<file path="src/rtl/charger_detect_qualifier_pkg.sv">
// Shared definitions for the charger detect qualifier and its consumers.
// Holds the detect FSM state encoding, the default timing constants and a
// helper that tells which states run the shared timer.
package bms_pkg;

  // Default timing; the fast-charging controller and the bench use these too.
  localparam int unsigned CHG_DEBOUNCE_CYCLES   = 16;
  localparam int unsigned CHG_HS_TIMEOUT_CYCLES = 64;
  localparam int unsigned CHG_LOCKOUT_CYCLES    = 256;
  localparam int unsigned CHG_MAX_RETRIES       = 3;
  localparam int unsigned CHG_CNT_W             = 9;

  typedef enum logic [2:0] {
    UNPLUGGED     = 3'd0,
    DEBOUNCE      = 3'd1,
    HANDSHAKE     = 3'd2,
    PLUGGED       = 3'd3,
    LOCKOUT       = 3'd4,
    FAULT_LATCHED = 3'd5
  } chg_det_state_t;

  // States in which the shared timer counts.
  function automatic logic chg_is_timed(chg_det_state_t s);
    return (s == DEBOUNCE) || (s == HANDSHAKE) || (s == LOCKOUT);
  endfunction

endpackage

</file>
<file path="src/rtl/charger_detect_qualifier_if.sv">
// Signal bundle between the charger-side pins and the detect qualifier.
// master: drives the plug pin, VBUS/temperature flags and charger ack.
// slave : the qualifier; drives hs_req, charger_plugged, fault, retry_cnt, det_state.
interface charger_detect_qualifier_if;
  logic       plug_raw;
  logic       vbus_ok;
  logic       temp_fault;
  logic       hs_ack;
  logic       hs_req;
  logic       charger_plugged;
  logic       fault;
  logic [1:0] retry_cnt;
  logic [2:0] det_state;

  modport master (
    output plug_raw, vbus_ok, temp_fault, hs_ack,
    input  hs_req, charger_plugged, fault, retry_cnt, det_state
  );

  modport slave (
    input  plug_raw, vbus_ok, temp_fault, hs_ack,
    output hs_req, charger_plugged, fault, retry_cnt, det_state
  );
endinterface

</file>
<file path="src/rtl/charger_detect_qualifier_sync_2ff.sv">
// Two-flop synchroniser for a single asynchronous level, reset to 0.
// Ports: clk, reset (async, active-high), d (async input), q (synced, 2 clk latency).
module sync_2ff (
  input  logic clk,
  input  logic reset,
  input  logic d,
  output logic q
);
  logic meta_q;
  logic sync_q;

  always_ff @(posedge clk or posedge reset) begin
    if (reset) begin
      meta_q <= 1'b0;
      sync_q <= 1'b0;
    end else begin
      meta_q <= d;
      sync_q <= meta_q;
    end
  end

  assign q = sync_q;
endmodule

</file>
<file path="src/rtl/charger_detect_qualifier.sv">
// Charger detect qualifier: synchronises/debounces plug detect, handshakes with
// the charger, qualifies on VBUS and temperature, and locks out with bounded retries.
// Ports: clk, reset (async, active-high), bus (slave modport: pins in, status out).
// All outputs are registered Moore decodes of the state; no input-to-output path.
// Every *_CYCLES parameter must be <= 2**CNT_W; MAX_RETRIES must be 1..3.
module charger_detect_qualifier
  import bms_pkg::*;
#(
  parameter int unsigned DEBOUNCE_CYCLES   = CHG_DEBOUNCE_CYCLES,
  parameter int unsigned HS_TIMEOUT_CYCLES = CHG_HS_TIMEOUT_CYCLES,
  parameter int unsigned LOCKOUT_CYCLES    = CHG_LOCKOUT_CYCLES,
  parameter int unsigned MAX_RETRIES       = CHG_MAX_RETRIES,
  parameter int unsigned CNT_W             = CHG_CNT_W
) (
  input logic                       clk,
  input logic                       reset,
  charger_detect_qualifier_if.slave bus
);

  localparam logic [CNT_W-1:0] DB_LAST     = CNT_W'(DEBOUNCE_CYCLES - 1);
  localparam logic [CNT_W-1:0] HS_LAST     = CNT_W'(HS_TIMEOUT_CYCLES - 1);
  localparam logic [CNT_W-1:0] LO_LAST     = CNT_W'(LOCKOUT_CYCLES - 1);
  localparam logic [1:0]       RETRY_LIMIT = 2'(MAX_RETRIES);

  logic plug_sync;

  sync_2ff u_plug_sync (
    .clk   (clk),
    .reset (reset),
    .d     (bus.plug_raw),
    .q     (plug_sync)
  );

  chg_det_state_t   state_q, state_d;
  logic [CNT_W-1:0] timer_q, timer_d;
  logic [1:0]       retry_q, retry_d;
  logic             hs_req_q, hs_req_d;
  logic             plugged_q, plugged_d;
  logic             fault_q, fault_d;

  always_comb begin
    state_d = state_q;
    retry_d = retry_q;

    if (!plug_sync) begin
      // Removal overrides everything and forgets past lockouts.
      state_d = UNPLUGGED;
      retry_d = 2'd0;
    end else if (bus.temp_fault && (state_q == HANDSHAKE || state_q == PLUGGED)) begin
      // Checked ahead of the ack so a hot charger is never accepted.
      state_d = LOCKOUT;
    end else begin
      case (state_q)
        UNPLUGGED: state_d = DEBOUNCE;
        DEBOUNCE: begin
          if (timer_q == DB_LAST) state_d = HANDSHAKE;
        end
        HANDSHAKE: begin
          // Ack is tested before the timeout so it wins a same-cycle tie.
          if (bus.hs_ack && bus.vbus_ok) begin
            state_d = PLUGGED;
            retry_d = 2'd0;
          end else if (timer_q == HS_LAST) begin
            state_d = LOCKOUT;
          end
        end
        PLUGGED: begin
          if (!bus.vbus_ok || !bus.hs_ack) state_d = LOCKOUT;
        end
        LOCKOUT: begin
          if (timer_q == LO_LAST)
            state_d = (retry_q >= RETRY_LIMIT) ? FAULT_LATCHED : DEBOUNCE;
        end
        FAULT_LATCHED: state_d = FAULT_LATCHED;
        default:       state_d = UNPLUGGED;
      endcase
    end

    // Count each lockout once, on entry, saturating at 3.
    if (state_d == LOCKOUT && state_q != LOCKOUT && retry_q != 2'd3)
      retry_d = retry_q + 2'd1;

    timer_d = '0;
    if (state_d == state_q && chg_is_timed(state_q))
      timer_d = timer_q + 1'b1;

    // Decoding from the next state makes the registered outputs track the state register.
    hs_req_d  = (state_d == HANDSHAKE) || (state_d == PLUGGED);
    plugged_d = (state_d == PLUGGED);
    fault_d   = (state_d == LOCKOUT) || (state_d == FAULT_LATCHED);
  end

  always_ff @(posedge clk or posedge reset) begin
    if (reset) begin
      state_q   <= UNPLUGGED;
      timer_q   <= '0;
      retry_q   <= 2'd0;
      hs_req_q  <= 1'b0;
      plugged_q <= 1'b0;
      fault_q   <= 1'b0;
    end else begin
      state_q   <= state_d;
      timer_q   <= timer_d;
      retry_q   <= retry_d;
      hs_req_q  <= hs_req_d;
      plugged_q <= plugged_d;
      fault_q   <= fault_d;
    end
  end

  assign bus.hs_req          = hs_req_q;
  assign bus.charger_plugged = plugged_q;
  assign bus.fault           = fault_q;
  assign bus.retry_cnt       = retry_q;
  assign bus.det_state       = state_q;

endmodule
</file>
<file path="src/flat_wrapper.sv">
// flat-port wrapper written by rule: the top's interface ports become plain ports
module charger_detect_qualifier_flat import bms_pkg::*;
#(
  parameter int unsigned DEBOUNCE_CYCLES   = CHG_DEBOUNCE_CYCLES,
  parameter int unsigned HS_TIMEOUT_CYCLES = CHG_HS_TIMEOUT_CYCLES,
  parameter int unsigned LOCKOUT_CYCLES    = CHG_LOCKOUT_CYCLES,
  parameter int unsigned MAX_RETRIES       = CHG_MAX_RETRIES,
  parameter int unsigned CNT_W             = CHG_CNT_W
)
  (clk, reset, bus_plug_raw, bus_vbus_ok, bus_temp_fault, bus_hs_ack, bus_hs_req, bus_charger_plugged, bus_fault, bus_retry_cnt, bus_det_state);
  charger_detect_qualifier_if bus_i ();
  input logic clk;
  input logic reset;
  input wire logic [$bits(bus_i.plug_raw)-1:0] bus_plug_raw;
  input wire logic [$bits(bus_i.vbus_ok)-1:0] bus_vbus_ok;
  input wire logic [$bits(bus_i.temp_fault)-1:0] bus_temp_fault;
  input wire logic [$bits(bus_i.hs_ack)-1:0] bus_hs_ack;
  output wire logic [$bits(bus_i.hs_req)-1:0] bus_hs_req;
  output wire logic [$bits(bus_i.charger_plugged)-1:0] bus_charger_plugged;
  output wire logic [$bits(bus_i.fault)-1:0] bus_fault;
  output wire logic [$bits(bus_i.retry_cnt)-1:0] bus_retry_cnt;
  output wire logic [$bits(bus_i.det_state)-1:0] bus_det_state;
  assign bus_i.plug_raw = bus_plug_raw;
  assign bus_i.vbus_ok = bus_vbus_ok;
  assign bus_i.temp_fault = bus_temp_fault;
  assign bus_i.hs_ack = bus_hs_ack;
  assign bus_hs_req = bus_i.hs_req;
  assign bus_charger_plugged = bus_i.charger_plugged;
  assign bus_fault = bus_i.fault;
  assign bus_retry_cnt = bus_i.retry_cnt;
  assign bus_det_state = bus_i.det_state;
  charger_detect_qualifier #(.DEBOUNCE_CYCLES(DEBOUNCE_CYCLES), .HS_TIMEOUT_CYCLES(HS_TIMEOUT_CYCLES), .LOCKOUT_CYCLES(LOCKOUT_CYCLES), .MAX_RETRIES(MAX_RETRIES), .CNT_W(CNT_W)) u_core (.clk(clk), .reset(reset), .bus(bus_i));
endmodule
</file>
<file path="config.mk">
export PLATFORM = sky130hd
export DESIGN_NAME = charger_detect_qualifier_flat
export DESIGN_NICKNAME = d
export VERILOG_FILES = /design/src/rtl/charger_detect_qualifier_pkg.sv /design/src/rtl/charger_detect_qualifier_if.sv /design/src/rtl/charger_detect_qualifier_sync_2ff.sv /design/src/rtl/charger_detect_qualifier.sv /design/src/flat_wrapper.sv
export SDC_FILE = /design/constraint.sdc
export NUM_CORES = 1
export LEC_CHECK = 0
export CORE_MARGIN = 2
export CORE_UTILIZATION = 53
export DETAILED_ROUTE_END_ITERATION = 8
export PLACE_DENSITY_LB_ADDON = 0.12
export SETUP_SLACK_MARGIN = 0.2
export SYNTH_ARGS = -nofsm -noshare
export SYNTH_HDL_FRONTEND = slang
export SYNTH_SLANG_ARGS = --single-unit
</file>
<file path="constraint.sdc">
create_clock -name clk -period 2.5 [get_ports clk]
set_clock_uncertainty 0.15 [all_clocks]
set_input_delay 0.5 -clock clk [delete_from_list [all_inputs] [get_ports clk]]
set_output_delay 0.5 -clock clk [all_outputs]
set_load 0.05 [all_outputs]
</file>
# Word-level counts from Yosys, hierarchy flattened
# Cells that the tools add are included.
# word_totals
output_inout_bits,8
register_bits,19
word_cells,59
inputBits,6
# op_classes
n_reduce_logical,15
eq_ne,18
n_lt_le_gt_ge,1
n_mux,15
n_addsub,2
# op_table
operator,n
$mux W3,8
$pmux W3 S6,1
$eq A3 B2 Y1 const B,4
$eq A3 B3 Y1 const B,4
$mux W2,5
$add A9 B1 Y9 const B,1
$eq A9 B4 Y1 const B,1
$eq A9 B6 Y1 const B,1
$eq A9 B8 Y1 const B,1
$mux W9,1
$logic_or A1 B1 Y1,6
$ne A3 B1 Y1 const B,2
$ne A3 B3 Y1 const B,2
$logic_and A1 B1 Y1,5
$eq A3 B1 Y1 const B,1
$eq A3 B3 Y1,1
$logic_not A3 Y1,1
$reduce_and A3 Y1,1
$add A2 B1 Y2 const B,1
$ge A2 B2 Y1 const B,1
$logic_not A1 Y1,2
$ne A2 B2 Y1 const B,1

# Depth between registers and ports, before layout
# depth
ltp_word,11
mapped_depth,10
ltp_nobuf,9

# Hierarchy
# From an unflattened synthesis, not the netlist that was laid out.
# unflattened
cells_unflattened,91
hier_area_um2,957.2
# by_module_without_submodules
module,cells_each,area_per_inst_um2,n_inst,seq_area_each_um2
charger_detect_qualifier,88,903.4,1,425.4
sync_2ff,3,53.8,1,50.0

# Least setup slack after synthesis
# No wires, ideal clock.
# synth_timing
kind,register -> register
start,"reg u_core.state_q[2], in the netlist u_core.bus.det_state[2]"
end,reg u_core.timer_q[1]
t_arrival_ps,1965
slack_ps,304
setup_ps,82
stages_incl_launch_ff,8
cell_sequence,dfrtp_1 -> buf_4 -> nor3b_1 -> a22o_2 -> nor2_1 -> o41a_1 -> buf_6 -> nor3b_2
# synth_via
elab_chain_cells,8
word_cells_on_any_way,21
# synth_lines
item,line_no,text
from (decl),charger_detect_qualifier.sv:34,"chg_det_state_t state_q, state_d;"
from (signal assigned),charger_detect_qualifier.sv:102,state_q <= state_d;
"$mux W3, or another cell as far along",charger_detect_qualifier.sv:63,end else if (timer_q == HS_LAST) begin
$mux W3 or $logic_or A1 B1 Y1 (tied branches),"charger_detect_qualifier.sv:60, charger_detect_qualifier.sv:49",
$pmux W3 S6 or $logic_and A1 B1 Y1 (tied branches),"charger_detect_qualifier.sv:53, charger_detect_qualifier.sv:49",
$mux W3,charger_detect_qualifier.sv:49,end else if (bus.temp_fault && (state_q == HANDSHAKE || state_q == PLUGGED)) begin
$mux W3,charger_detect_qualifier.sv:45,if (!plug_sync) begin
$eq A3 B3 Y1,charger_detect_qualifier.sv:84,if (state_d == state_q && chg_is_timed(state_q))
$logic_and A1 B1 Y1 (*),charger_detect_qualifier.sv:84,
$mux W9 (*),charger_detect_qualifier.sv:84,
via u_core.timer_d[1],charger_detect_qualifier.sv:35,"logic [CNT_W-1:0] timer_q, timer_d;"
to (signal assigned),charger_detect_qualifier.sv:103,timer_q <= timer_d;
to (decl),charger_detect_qualifier.sv:35,
# Mark *: on every way through the listed nets, which the timed path passes. The rest lies on a longest branch.
# A chain may end at the register's enable or synchronous reset.

# Final worst setup path
# layout_timing
start,reg u_core.timer_q[5]
end,"reg u_core.retry_q[1], in the netlist u_core.bus.retry_cnt[1]"
# layout_via
elab_chain_cells,11
word_cells_on_any_way,18
# layout_lines
item,line_no,text
$eq A9 B6 Y1,charger_detect_qualifier.sv:63,
$mux W3,charger_detect_qualifier.sv:63,
$mux W3,charger_detect_qualifier.sv:60,if (bus.hs_ack && bus.vbus_ok) begin
$pmux W3 S6 (*),charger_detect_qualifier.sv:53,case (state_q)
$mux W3 (*),charger_detect_qualifier.sv:49,
$mux W3 (*),charger_detect_qualifier.sv:45,
$eq A3 B3 Y1 (*),charger_detect_qualifier.sv:80,if (state_d == LOCKOUT && state_q != LOCKOUT && retry_q != 2'd3)
$logic_and A1 B1 Y1 (*) (2 in series),charger_detect_qualifier.sv:80,
$ne A3 B1 Y1 (no source line) or $ne A3 B3 Y1 (tied branches),-,
$reduce_and A3 Y1 (no source line),-,
to (signal assigned),charger_detect_qualifier.sv:104,retry_q <= retry_d;
to (decl),charger_detect_qualifier.sv:36,"logic [1:0] retry_q, retry_d;"
# Mark *: on every way between the ends. The rest lies on a longest branch, timed or not.

==> summary.md <==
| Metric | Value |
|---|---|
| Clk pin slew, worst setup/hold paths | `0.11 ns` |
| P_leak | `0.615 nW` |
| Grt total ovfl | `0` |
| Largest net degree at the start of global routing | `20` |
| Simple-Gate Fraction of Synth Area | `30.6%` |
| Slew Limit Fails | `0` |
| Hold Fails Final Rpt | `0` |
| # clock sinks | `19` |
| H-tree levels | `1` |
| Placed Cells | `141` |
| Worst r2r dst | `u_core.bus.retry_cnt[1]` |
| NetSw | `0.000129 W` |
| Top post-synthesis cells by area | `dfrtp_1 (44%), nor3_2 (7.4%), xor2_1 (4.1%)` |
| Critical path arrival | `2.28 ns` |
| Slew margin rel. | `53.0%` |
| Top-Level Pins | `14` |
| Post-DP HPWL | `1480 um` |
| Max-cap violations | `0` |
| Main synth FF type | `dfrtp_1` |
| Dpl ws | `-0.00505 ns` |
| Final worst-path setup slack | `0.297 ns` |
| Clk_lat worst skew | `0.30 ns` |
| CP Capture Type | `flip-flop` |
| Non-Filler Cell Area, Final | `1370 sq um` |
| Area Growth Syn to Fin | `26.7%` |
| Initial Utilization | `55.7%` |
| Required time of the worst setup path | `2.57 ns` |
| Nets | `136` |
| Worst-Margin Slew | `0.705 ns` |
| Number of synthesized register bits | `19` |
| Cells after synthesis | `101` |
| Mean Syn Cell Area | `10.7 sq um` |
| Pint | `0.000391 W` |
| Sequential fraction of the synthesis area | `44.0%` |
| Die height | `49.2 um` |
| Cts bufs inserted | `3` |
| Largest family of logic cells by synthesized area | `simple AND/OR/NAND/NOR gates` |
| Comb power frac | `9.2%` |
| Reg2reg start | `u_core.timer_q[5]` |
| Diode count | `0` |
| Fmax achieved | `454 MHz` |
| Remaining DRCs | `0` |
| Post-route ant nets | `0` |
| CTS root buf | `clkbuf_4` |
| R2r worst-path depth | `9` |
| R2R Setup Slk | `0.30 ns` |
| First-pass GRT wire length | `3760 um` |
| Vias per std cell | `5.71` |
| Synth Cell Area | `1080 sq um` |
| Leading cell type in the layout, fill and taps excluded | `dfrtp_1` |
| Drt first pass iters | `4` |
| Post-synth cell types | `37` |
| Share of post-route cells with drive strength above 1 | `30.2%` |
| Number of global-route vias before repair | `836` |
| CP Launch Type | `flip-flop` |
| Mux cell area share after synthesis | `1.85%` |
| Die X | `49.2 um` |
| Clock share of power | `29.9%` |
| Syn Nets | `110` |
| Routed via count | `873` |
| Cell Area, Placed | `1250 sq um` |
| Setup TNS | `0 ns` |
| GRT Total Usage | `19.6%` |
| VDD IR max | `0.268 mV` |
| Critical path peak fanout | `3` |
| CTS tree | `built` |
| Core Footprint | `1940 sq um` |
| Die area | `2420 sq um` |
| Asr flop ratio synth | `100%` |
| FP Rows | `16` |
| Drt wl/cell | `14.8 um` |
| Port Buffers | `13` |
| Sw frac | `24.8%` |
| DRT Wirelength | `2270 um` |
| Worst hold path type | `reg -> reg` |
| CP Capture Point | `u_core.bus.retry_cnt[1]` |
| Final min period | `2.20 ns` |
| Post-Layout Cell Count | `153` |
| Number of enable flip-flop cells after synthesis | `0` |
| Run status | `finished clean` |
| Area share of fa/ha/maj cells after synthesis | `3.47%` |
| Critical path origin | `u_core.timer_q[5]` |
| GP Congestion | `0.789` |
| Unrepaired setup endpoints after global routing | `true` |
| Most frequent cells in the layout | `dfrtp_1 (19), buf_4 (12), clkdlybuf4s50_1 (10), nor3_2 (8)` |
| Part of the cycle the worst path needs | `88.1%` |
| Yosys top cell by area | `dfrtp_1` |
| Final setup fails | `0` |
| Worst Setup Path Type | `reg -> reg` |
| Xor and xnor area share after synthesis | `4.86%` |
| Synth Area in Compound Gates | `10.6%` |
| Initial DRC count | `12` |
| Reg power frac | `60.9%` |
| Clock buffer depth | `2` |
| Finished Core Util | `70.6%` |
| Pwr Density | `380 nW/um^2` |
| Synthesis Warnings | `0` |
| Initial antenna violation count | `0` |
| Yosys top cell area share | `44.0%` |
[metrics by stage]
step	power [W]	hold WS, ns
2_1_floorplan	0.000349	0.181
3_3_place_gp	0.000368	0.185
3_5_place_dp	0.000368	0.195
4_1_cts	0.000522	0.229
5_1_grt	0.000548	0.225
6_report	0.000520	0.223
[power groups by stage]
stage | Clock (W) | Combinational [W] | Sequential, W
after floorplan | 0 | 0.0000233 | 0.000326
after global placement | 0 | 0.0000458 | 0.000322
after detailed placement | 0 | 0.0000463 | 0.000322
after CTS | 0.000159 | 0.0000466 | 0.000316
after global routing | 0.000177 | 0.0000529 | 0.000318
final | 0.000156 | 0.0000478 | 0.000317
[worst min path at each step]
| stage | startpoint | end | slack [ns] | cells after the start |
|---|---|---|---|---|
| CTS | u_core.u_plug_sync.meta_q | u_core.u_plug_sync.q | 0.23 | 0 |
| global route | u_core.u_plug_sync.meta_q | u_core.u_plug_sync.q | 0.23 | 0 |
| detailed placement | u_core.u_plug_sync.meta_q | u_core.u_plug_sync.q | 0.19 | 0 |
| floorplan | u_core.u_plug_sync.meta_q | u_core.u_plug_sync.q | 0.18 | 0 |
| global placement | u_core.u_plug_sync.meta_q | u_core.u_plug_sync.q | 0.18 | 0 |
| finish | u_core.u_plug_sync.meta_q | u_core.u_plug_sync.q | 0.22 | 0 |
[logic make-up after synthesis]
family	after synthesis
AND/OR/NAND/NOR	45
flip-flops	19
AO/OA/AOI/OAI	16
buffers and inverters	10
XOR/XNOR	6
adder cells (fa/ha/maj)	3
multiplexers	2
[final cells by class]
cell class	count	area [sq um]
Multi-Input combinational cell	72	591
Fill cell	165	572
Sequential cell	19	475
Timing Repair Buffer	25	220
Tap cell	27	33.8
Clock buffer	3	22.5
Inverter	6	22.5
Clock inverter	1	5.00
[sequential cells by signal, indices dropped and copies added (netlist names)]
register and count:
u_core.u_plug_sync.meta_q 1, u_core.timer_q 9, u_core.u_plug_sync.q 1, u_core.bus.hs_req 1
u_core.bus.charger_plugged 1, u_core.bus.det_state 3, u_core.bus.fault 1, u_core.bus.retry_cnt 2
[critical path: stages (launching register included)]
cell and delay [ns]:
dfrtp_1 0.40, and4_4 0.25, nand2_2 0.07, nor2_2 0.09, ha_2 0.20, nand2b_1 0.06, a22o_2 0.24, a211oi_4 0.25
nand4b_1 0.21, mux2i_1 0.21
[per-layer routing]
| layer | vias to the layer above | share of wire (%) | global-route usage [%] |
|---|---|---|---|
| met2 | 31 | 49 | 30.6 |
| met5 | - | 0 | 0 |
| met4 | 0 | 1.3 | 7.14 |
| met1 | 428 | 45 | 27.3 |
| li1 | 408 | - | - |
| met3 | 6 | 4.6 | 3.37 |
[timing repair]
| item | 4_1_cts | 5_1_grt |
|---|---|---|
| gates resized for setup | 4 | 9 |
| endpoints found under the hold margin | 0 | 0 |
| hold buffers | 0 | 0 |
| gates cloned | 0 | 0 |
| pin swaps | 0 | 5 |
| setup endpoints to repair | 13 | 12 |
| buffers inserted | 0 | 8 |
[Yosys cell counts (3+ instances only)]
cell type,n
dfrtp_1,19
nor3_2,8
nand2_1,7
inv_1,6
a21oi_1,5
nor2b_1,5
xor2_1,5
nand3_1,4
nor2_1,4
ha_1,3
nor3b_1,3
(Power assumes the default switching activity.)
